[config.mk]
export PLATFORM = sky130hd
export DESIGN_NAME = fp_round_arbiter
export DESIGN_NICKNAME = d
export VERILOG_FILES = /design/src/rtl/fp_round_pkg.sv /design/src/rtl/fp_round_rr_arb.sv /design/src/rtl/fp_round_arbiter.sv
export SDC_FILE = /design/constraint.sdc
export NUM_CORES = 1
export LEC_CHECK = 0
export CAP_MARGIN = 0
export CORE_ASPECT_RATIO = 0.75
export CORE_MARGIN = 2
export CORE_UTILIZATION = 48
export DETAILED_ROUTE_END_ITERATION = 8
export GPL_ROUTABILITY_DRIVEN = 0
export PLACE_DENSITY = 0.95
export SLEW_MARGIN = 20
export SYNTH_ARGS = -nofsm -noshare
export SYNTH_HDL_FRONTEND = slang
export SYNTH_SLANG_ARGS = --single-unit
[constraint.sdc]
create_clock -name clk -period 5 [get_ports clk]
set_input_delay 0.75 -clock clk [delete_from_list [all_inputs] [get_ports clk]]
set_output_delay 0.75 -clock clk [all_outputs]
set_load 0.02 [all_outputs]
[src/rtl/fp_round_pkg.sv]
// -----------------------------------------------------------------------------
// fp_round_pkg
// Shared widths, rounding-mode constants and transport structs for the
// DLFloat16 rounding arbiter.
//   UNRND_W  : width of an unrounded producer result
//   DLF_W    : width of a rounded DLFloat16 value
//   RM_W     : width of a rounding-mode code
//   MAX_ID_W : widest requester ID the arbiter supports (up to 8 requesters)
// -----------------------------------------------------------------------------
package fp_round_pkg;

  localparam int UNRND_W  = 20;
  localparam int DLF_W    = 16;
  localparam int RM_W     = 3;
  localparam int MAX_ID_W = 3;

  localparam logic [RM_W-1:0] RM_TRUNC = 3'b011;

  typedef struct packed {
    logic [UNRND_W-1:0] data;
    logic [RM_W-1:0]    rm;
  } rnd_req_t;

  // The ID field is sized for the largest supported requester count; the
  // arbiter narrows it to its own ID_W on the way out.
  typedef struct packed {
    logic [DLF_W-1:0]    data;
    logic [MAX_ID_W-1:0] id;
  } rnd_resp_t;

endpackage

[src/rtl/fp_round_rr_arb.sv]
// -----------------------------------------------------------------------------
// fp_round_rr_arb
// Combinational round-robin grant. The search starts one past last_grant and
// wraps modulo N; the first asserted request wins.
//   req         in  N      request vector
//   enable      in  1      when low no grant is produced
//   last_grant  in  IDX_W  index of the previously granted requester
//   grant       out N      one-hot grant (all zero when nothing is granted)
//   grant_idx   out IDX_W  index of the granted requester
//   grant_valid out 1      a grant is being produced this cycle
// -----------------------------------------------------------------------------
module fp_round_rr_arb #(
  parameter int N     = 4,
  parameter int IDX_W = $clog2(N)
) (
  input  logic [N-1:0]     req,
  input  logic             enable,
  input  logic [IDX_W-1:0] last_grant,
  output logic [N-1:0]     grant,
  output logic [IDX_W-1:0] grant_idx,
  output logic             grant_valid
);

  localparam logic [IDX_W:0] N_W = (IDX_W + 1)'(N);

  logic [IDX_W:0]   start;
  logic [IDX_W:0]   sum;
  logic [N-1:0]     rot;
  logic [IDX_W-1:0] offset;
  logic             hit;

  // Rotate the doubled request vector so bit 0 is the highest-priority
  // requester, take the first set bit, then map the offset back to an index.
  always_comb begin
    start  = {1'b0, last_grant} + (IDX_W + 1)'(1);
    rot    = N'({req, req} >> start);
    hit    = 1'b0;
    offset = '0;
    for (int i = 0; i < N; i++) begin
      if (!hit && rot[i]) begin
        hit    = 1'b1;
        offset = IDX_W'(i);
      end
    end
    sum       = start + {1'b0, offset};
    grant_idx = (sum >= N_W) ? IDX_W'(sum - N_W) : IDX_W'(sum);
  end

  assign grant_valid = hit & enable;

  for (genvar gi = 0; gi < N; gi++) begin : g_grant
    assign grant[gi] = grant_valid && (grant_idx == IDX_W'(gi));
  end

endmodule

[src/rtl/fp_round_arbiter.sv]
// -----------------------------------------------------------------------------
// fp_round_arbiter
// Shares one DLFloat16 rounding unit between NUM_REQ producers. Grants one
// producer per cycle round-robin, tracks in-flight operations by requester ID
// and buffers rounded results in a credit-protected FIFO.
//   clk, rst     clock / synchronous active-high reset
//   req_valid    in  NUM_REQ     producer i offers an operation
//   req_ready    out NUM_REQ     one-hot grant (combinational)
//   req_data     in  NUM_REQ*20  unrounded operands, slice i at [20i+19:20i]
//   req_rm       in  NUM_REQ*3   rounding modes, slice i at [3i+2:3i]
//   rnd_in1      out 20          operand to the rounder (0 when idle)
//   rnd_rm       out 3           rounding mode to the rounder (0 when idle)
//   rnd_out      in  16          rounder result, ROUND_LAT cycles after issue
//   resp_valid   out 1           FIFO head valid
//   resp_ready   in  1           consumer accepts the head
//   resp_data    out 16          rounded result at the FIFO head
//   resp_id      out ID_W        requester index of the head result
// -----------------------------------------------------------------------------
module fp_round_arbiter
  import fp_round_pkg::*;
#(
  parameter int NUM_REQ    = 4,
  parameter int ROUND_LAT  = 1,
  parameter int FIFO_DEPTH = ROUND_LAT + 2,
  parameter int ID_W       = $clog2(NUM_REQ)
) (
  input  logic                       clk,
  input  logic                       rst,
  input  logic [NUM_REQ-1:0]         req_valid,
  output logic [NUM_REQ-1:0]         req_ready,
  input  logic [NUM_REQ*UNRND_W-1:0] req_data,
  input  logic [NUM_REQ*RM_W-1:0]    req_rm,
  output logic [UNRND_W-1:0]         rnd_in1,
  output logic [RM_W-1:0]            rnd_rm,
  input  logic [DLF_W-1:0]           rnd_out,
  output logic                       resp_valid,
  input  logic                       resp_ready,
  output logic [DLF_W-1:0]           resp_data,
  output logic [ID_W-1:0]            resp_id
);

  localparam int PTR_W = (FIFO_DEPTH > 1) ? $clog2(FIFO_DEPTH) : 1;
  localparam int CNT_W = $clog2(FIFO_DEPTH + 1);
  localparam logic [PTR_W-1:0] PTR_LAST = PTR_W'(FIFO_DEPTH - 1);
  localparam logic [CNT_W-1:0] CNT_FULL = CNT_W'(FIFO_DEPTH);

  rnd_req_t             req_slice [NUM_REQ];
  logic [ID_W-1:0]      last_grant_reg;
  logic [ROUND_LAT-1:0] if_valid_reg;
  logic [ID_W-1:0]      if_id_reg [ROUND_LAT];
  rnd_resp_t            mem_reg [FIFO_DEPTH];
  logic [PTR_W-1:0]     wr_ptr_reg;
  logic [PTR_W-1:0]     rd_ptr_reg;
  logic [CNT_W-1:0]     fifo_count_reg;
  int                   inflight;
  logic                 credit_ok;
  logic                 transfer;
  logic                 push;
  logic                 pop;
  logic [ID_W-1:0]      grant_idx;

  for (genvar gi = 0; gi < NUM_REQ; gi++) begin : g_slice
    assign req_slice[gi] = {req_data[gi*UNRND_W +: UNRND_W], req_rm[gi*RM_W +: RM_W]};
  end

  // Credit: every result already buffered or still inside the rounder owns a
  // FIFO slot. A pop in the same cycle is deliberately not counted.
  always_comb begin
    inflight = 0;
    for (int i = 0; i < ROUND_LAT; i++) begin
      inflight += int'(if_valid_reg[i]);
    end
  end

  assign credit_ok = (int'(fifo_count_reg) + inflight) < FIFO_DEPTH;

  fp_round_rr_arb #(
    .N     (NUM_REQ),
    .IDX_W (ID_W)
  ) u_rr_arb (
    .req         (req_valid),
    .enable      (credit_ok & ~rst),
    .last_grant  (last_grant_reg),
    .grant       (req_ready),
    .grant_idx   (grant_idx),
    .grant_valid (transfer)
  );

  always_comb begin
    rnd_in1 = '0;
    rnd_rm  = '0;
    if (transfer) begin
      rnd_in1 = req_slice[grant_idx].data;
      rnd_rm  = req_slice[grant_idx].rm;
    end
  end

  always_ff @(posedge clk) begin
    if (rst) begin
      last_grant_reg <= ID_W'(NUM_REQ - 1);
    end else if (transfer) begin
      last_grant_reg <= grant_idx;
    end
  end

  // In-flight tracker mirrors the rounder pipeline; it never stalls, so every
  // stage shifts every cycle.
  always_ff @(posedge clk) begin
    if (rst) begin
      if_valid_reg <= '0;
      for (int i = 0; i < ROUND_LAT; i++) begin
        if_id_reg[i] <= '0;
      end
    end else begin
      if_valid_reg[0] <= transfer;
      if_id_reg[0]    <= grant_idx;
      for (int i = 1; i < ROUND_LAT; i++) begin
        if_valid_reg[i] <= if_valid_reg[i-1];
        if_id_reg[i]    <= if_id_reg[i-1];
      end
    end
  end

  assign push       = if_valid_reg[ROUND_LAT-1];
  assign resp_valid = (fifo_count_reg != '0);
  assign pop        = resp_valid & resp_ready;

  // Storage has no reset: pointers and count define which entries are live.
  always_ff @(posedge clk) begin
    if (push) begin
      mem_reg[wr_ptr_reg] <= {rnd_out, MAX_ID_W'(if_id_reg[ROUND_LAT-1])};
    end
  end

  always_ff @(posedge clk) begin
    if (rst) begin
      wr_ptr_reg     <= '0;
      rd_ptr_reg     <= '0;
      fifo_count_reg <= '0;
    end else begin
      if (push) begin
        wr_ptr_reg <= (wr_ptr_reg == PTR_LAST) ? '0 : wr_ptr_reg + PTR_W'(1);
      end
      if (pop) begin
        rd_ptr_reg <= (rd_ptr_reg == PTR_LAST) ? '0 : rd_ptr_reg + PTR_W'(1);
      end
      case ({push, pop})
        2'b10:   fifo_count_reg <= fifo_count_reg + CNT_W'(1);
        2'b01:   fifo_count_reg <= fifo_count_reg - CNT_W'(1);
        default: fifo_count_reg <= fifo_count_reg;
      endcase
    end
  end

  // Head is forced to zero when empty so nothing stale or unknown leaks out.
  assign resp_data = resp_valid ? mem_reg[rd_ptr_reg].data : '0;
  assign resp_id   = resp_valid ? ID_W'(mem_reg[rd_ptr_reg].id) : '0;

  // Credit accounting must make a push into a full FIFO impossible.
  always_ff @(posedge clk) begin
    if (!rst && push) begin
      assert (fifo_count_reg < CNT_FULL);
    end
  end

endmodule

==> flow_summary_export.csv <==
group,metric,value,unit
pwr,powerDensity,570,nW/um^2
sta,fin_crit_sh,0.946,
worst_hold_path,hp-class,"reg -> reg",
sta,slew_viol_final,0,
cells_and_area,seq_area,1880,sq um
sta,clock.fmax,212,MHz
worst_setup_path,crit_required,4.25,ns
worst_setup_path,cp_slowest_cell,"clkdlybuf4s50_1",
route,vias,3404,
yosys,synth_warnings,0,
route,remaining_drc_errors,0,
yosys,synth_edf_count,54,
yosys,async_reset_ff_frac,0,
yosys,yosysSeqAreaShare,0.464,
cts,cts_buffers,9,
worst_setup_path,critPathKind,"in -> out",
floorplanning,rows,29,
pwr,vdd_ir_drop_max,0.367,mV
yosys,synthDistinctLibCells,47,
cells_and_area,multi_input_area,2010,sq um
global_routing,antenna_found_initial,0,
floorplanning,coreArea,8350,sq um
worst_setup_path,crit_chain,"clkdlybuf4s50_1 > a311oi_1 > a31oi_1 > a211oi_1 > ha_4 > inv_1 > o2111ai_4 > a221oi_2 > a211oi_2 > clkdlybuf4s50_1",
cells_and_area,diodes,0,
cts,clkSlewWorstSetupHoldPaths,0.05,ns
route,vias_per_cell,5.55,
worst_setup_path,cp_common_cell,"clkdlybuf4s50_1",
cts,htreeDepth,3,
sta,tightest_slew,1.09,ns
sta,finalCriticalPeriod,4.73,ns
worst_setup_path,crit_fanout,23,
sta,finalHoldViolCount,0,
place,dpl_cell_area,5760,sq um
cts,ctsResizeCount,0,
cts,clock-root-buffer,"clkbuf_16",
place,dp_hpwl,7670,microns
place,port_buffers,160,
floorplanning,start_util,0.486,
floorplanning,die_x,110,microns
global_routing,grt_pass1_wl,16100,microns
cells_and_area,area_growth_syn_to_layout,49.3,%
sta,whs,0.458,ns
yosys,synth_common_cells,"55 x nor2_1, 54 x edfxtp_1, 44 x mux2i_1",
sta,finalSetupViolations,0,
worst_setup_path,cp-start-kind,"input port",
cts,ctsHoldBuffers,0,
yosys,netlist_instances,349,
yosys,synth_area_per_cell,11.6,sq um
cells_and_area,final_area,6060,sq um
route,wl,10400,microns
cts,cts_tree,"done",
pwr,power,0.00345,W
global_routing,grt_max_degree,37,
floorplanning,dieArea,9210,sq um
route,ant_nets,0,
cells_and_area,num-fill-cells,557,
cts,clkLatencyLatePin,0.33,ns
cts,cts.sinks,67,
cells_and_area,final_layout_size_suffix_gt1_frac,0.164,
worst_setup_path,cpPeakStageDelay,0.72,ns
global_routing,grt_pass1_vias,3429,
yosys,synthesis.nets,468,
global_routing,overflow,0,
route,drt_first_pass_iters,5,
floorplanning,die_h,83.6,microns
yosys,synth_top_area_frac,0.400,
sta,setup_ws,0.272,ns
route,wire_per_inst,17.0,microns
cts,clockBufferDepth,2,
worst_setup_path,worstPathArrival,3.98,ns
sta,skew,0.00571,ns
job,max_cap_viol_count,0,
yosys,synth_most_common_cell,"nor2_1",
yosys,synth-main-ff-cell,"edfxtp_1",
floorplanning,io_pins,161,
global_routing,track_usage,0.227,
yosys,synth_top_area_cell,"edfxtp_1",
cells_and_area,largest_reg_flops,54,
pwr,power_leakage,2.11,nW
yosys,netlist_area,4060,sq um
sta,tns,0,ns
sta,rsz0062_at_grt,"no",
yosys,synthTopCellsByArea,"edfxtp_1 40%, mux2i_1 11%, a221oi_2 7.0%, dfxtp_1 6.4%, a211oi_2 6.2%",
yosys,synth-seq-cells,67,
status,outcome,"complete, no violations",
cells_and_area,nets,619,
place,pre_cts_slack,0.265,ns
cts,post-cts-setup-buffers,0,
sta,max_slew_margin,0.272,
route,drt_iter0_markers,162,
worst_setup_path,cp-end-kind,"primary output",
-- worst paths after layout --
check	from	endpoint	slack (ns)	cells after the start
setup / recovery	req_valid[3]	rnd_in1[4]	0.27	10
hold / removal	if_id_reg[0][1]$_SDFF_PP0_	mem_reg[0][1]$_DFFE_PP_	0.46	0
setup reg to reg	last_grant_reg[0]$_SDFFE_PP1P_	if_id_reg[0][1]$_SDFF_PP0_	2.29	9
hold reg to reg	if_id_reg[0][1]$_SDFF_PP0_	mem_reg[0][1]$_DFFE_PP_	0.46	0
-- worst max-delay path, delay by kind of cell --
| kind | cells | cell delay (ns) |
|---|---|---|
| AOI/OAI and AO/OA | 6 | 1.57 |
| adders and majority gates | 1 | 0.24 |
| buffers and inverters | 3 | 1.41 |
-- where the power goes --
| part | leakage, nW | switching [W] | internal [W] | total (W) |
|---|---|---|---|---|
| combinational | 1.36 | 0.00111 | 0.000943 | 0.00205 |
| clock | 0.139 | 0.000217 | 0.000383 | 0.000601 |
| sequential | 0.606 | 0.0000899 | 0.000709 | 0.000799 |
| total | 2.11 | 0.00142 | 0.00204 | 0.00345 |
-- layer usage --
layer  vias to the layer above  global-route usage  share of wire
met4                         0              0.0761          0.018
li1                       1626                   -              -
met3                        19              0.0585          0.077
met2                       158               0.422           0.53
met5                         -                   0              0
met1                      1601               0.246           0.38
-- layout make-up --
cell class | instances | share of cell area
Timing Repair Buffer | 171 | 0.282
Tap cell | 108 | 0.0223
Sequential cell | 67 | 0.311
Clock buffer | 9 | 0.0372
Inverter | 7 | 0.00434
Multi-Input combinational cell | 244 | 0.332
Clock inverter | 7 | 0.0112
-- placed cells by master, fill, tap and decap left out, drive strengths merged, types with 2 or more instances in the layout --
cell type	instances
o2111a	2
nand2	6
o31ai	2
nor2b	23
mux2i	44
edfxtp	54
clkdlybuf4s50	160
a21oi	23
clkinvlp	2
a221oi	22
nor3	6
a31oi	2
o21bai	2
a211oi	25
clkinv	3
o2111ai	2
ha	4
clkbuf	9
buf	11
nor2	56
nor3b	3
o21ba	2
inv	8
dfxtp	13
o21ai	4
-- stage by stage --
stage	std cells	utilization
3_3_place_gp	597	0.691
3_5_place_dp	597	0.691
2_1_floorplan	349	-
6_report	613	0.726
5_1_grt	613	0.726
4_1_cts	613	0.726
-- kinds of logic (layout without fill, tap and decap cells) --
group           count (synthesis)  after routing  share of synthesized area
buf+inv                        38            194                     0.0527
mux                            45             45                      0.111
compound gates                 93             93                      0.233
flops                          67             67                      0.464
simple gates                  100            100                      0.123
xor+xnor                        2              2                    0.00432
fa+ha+maj                       4              4                     0.0123
Power figures use the tool's default switching activity.
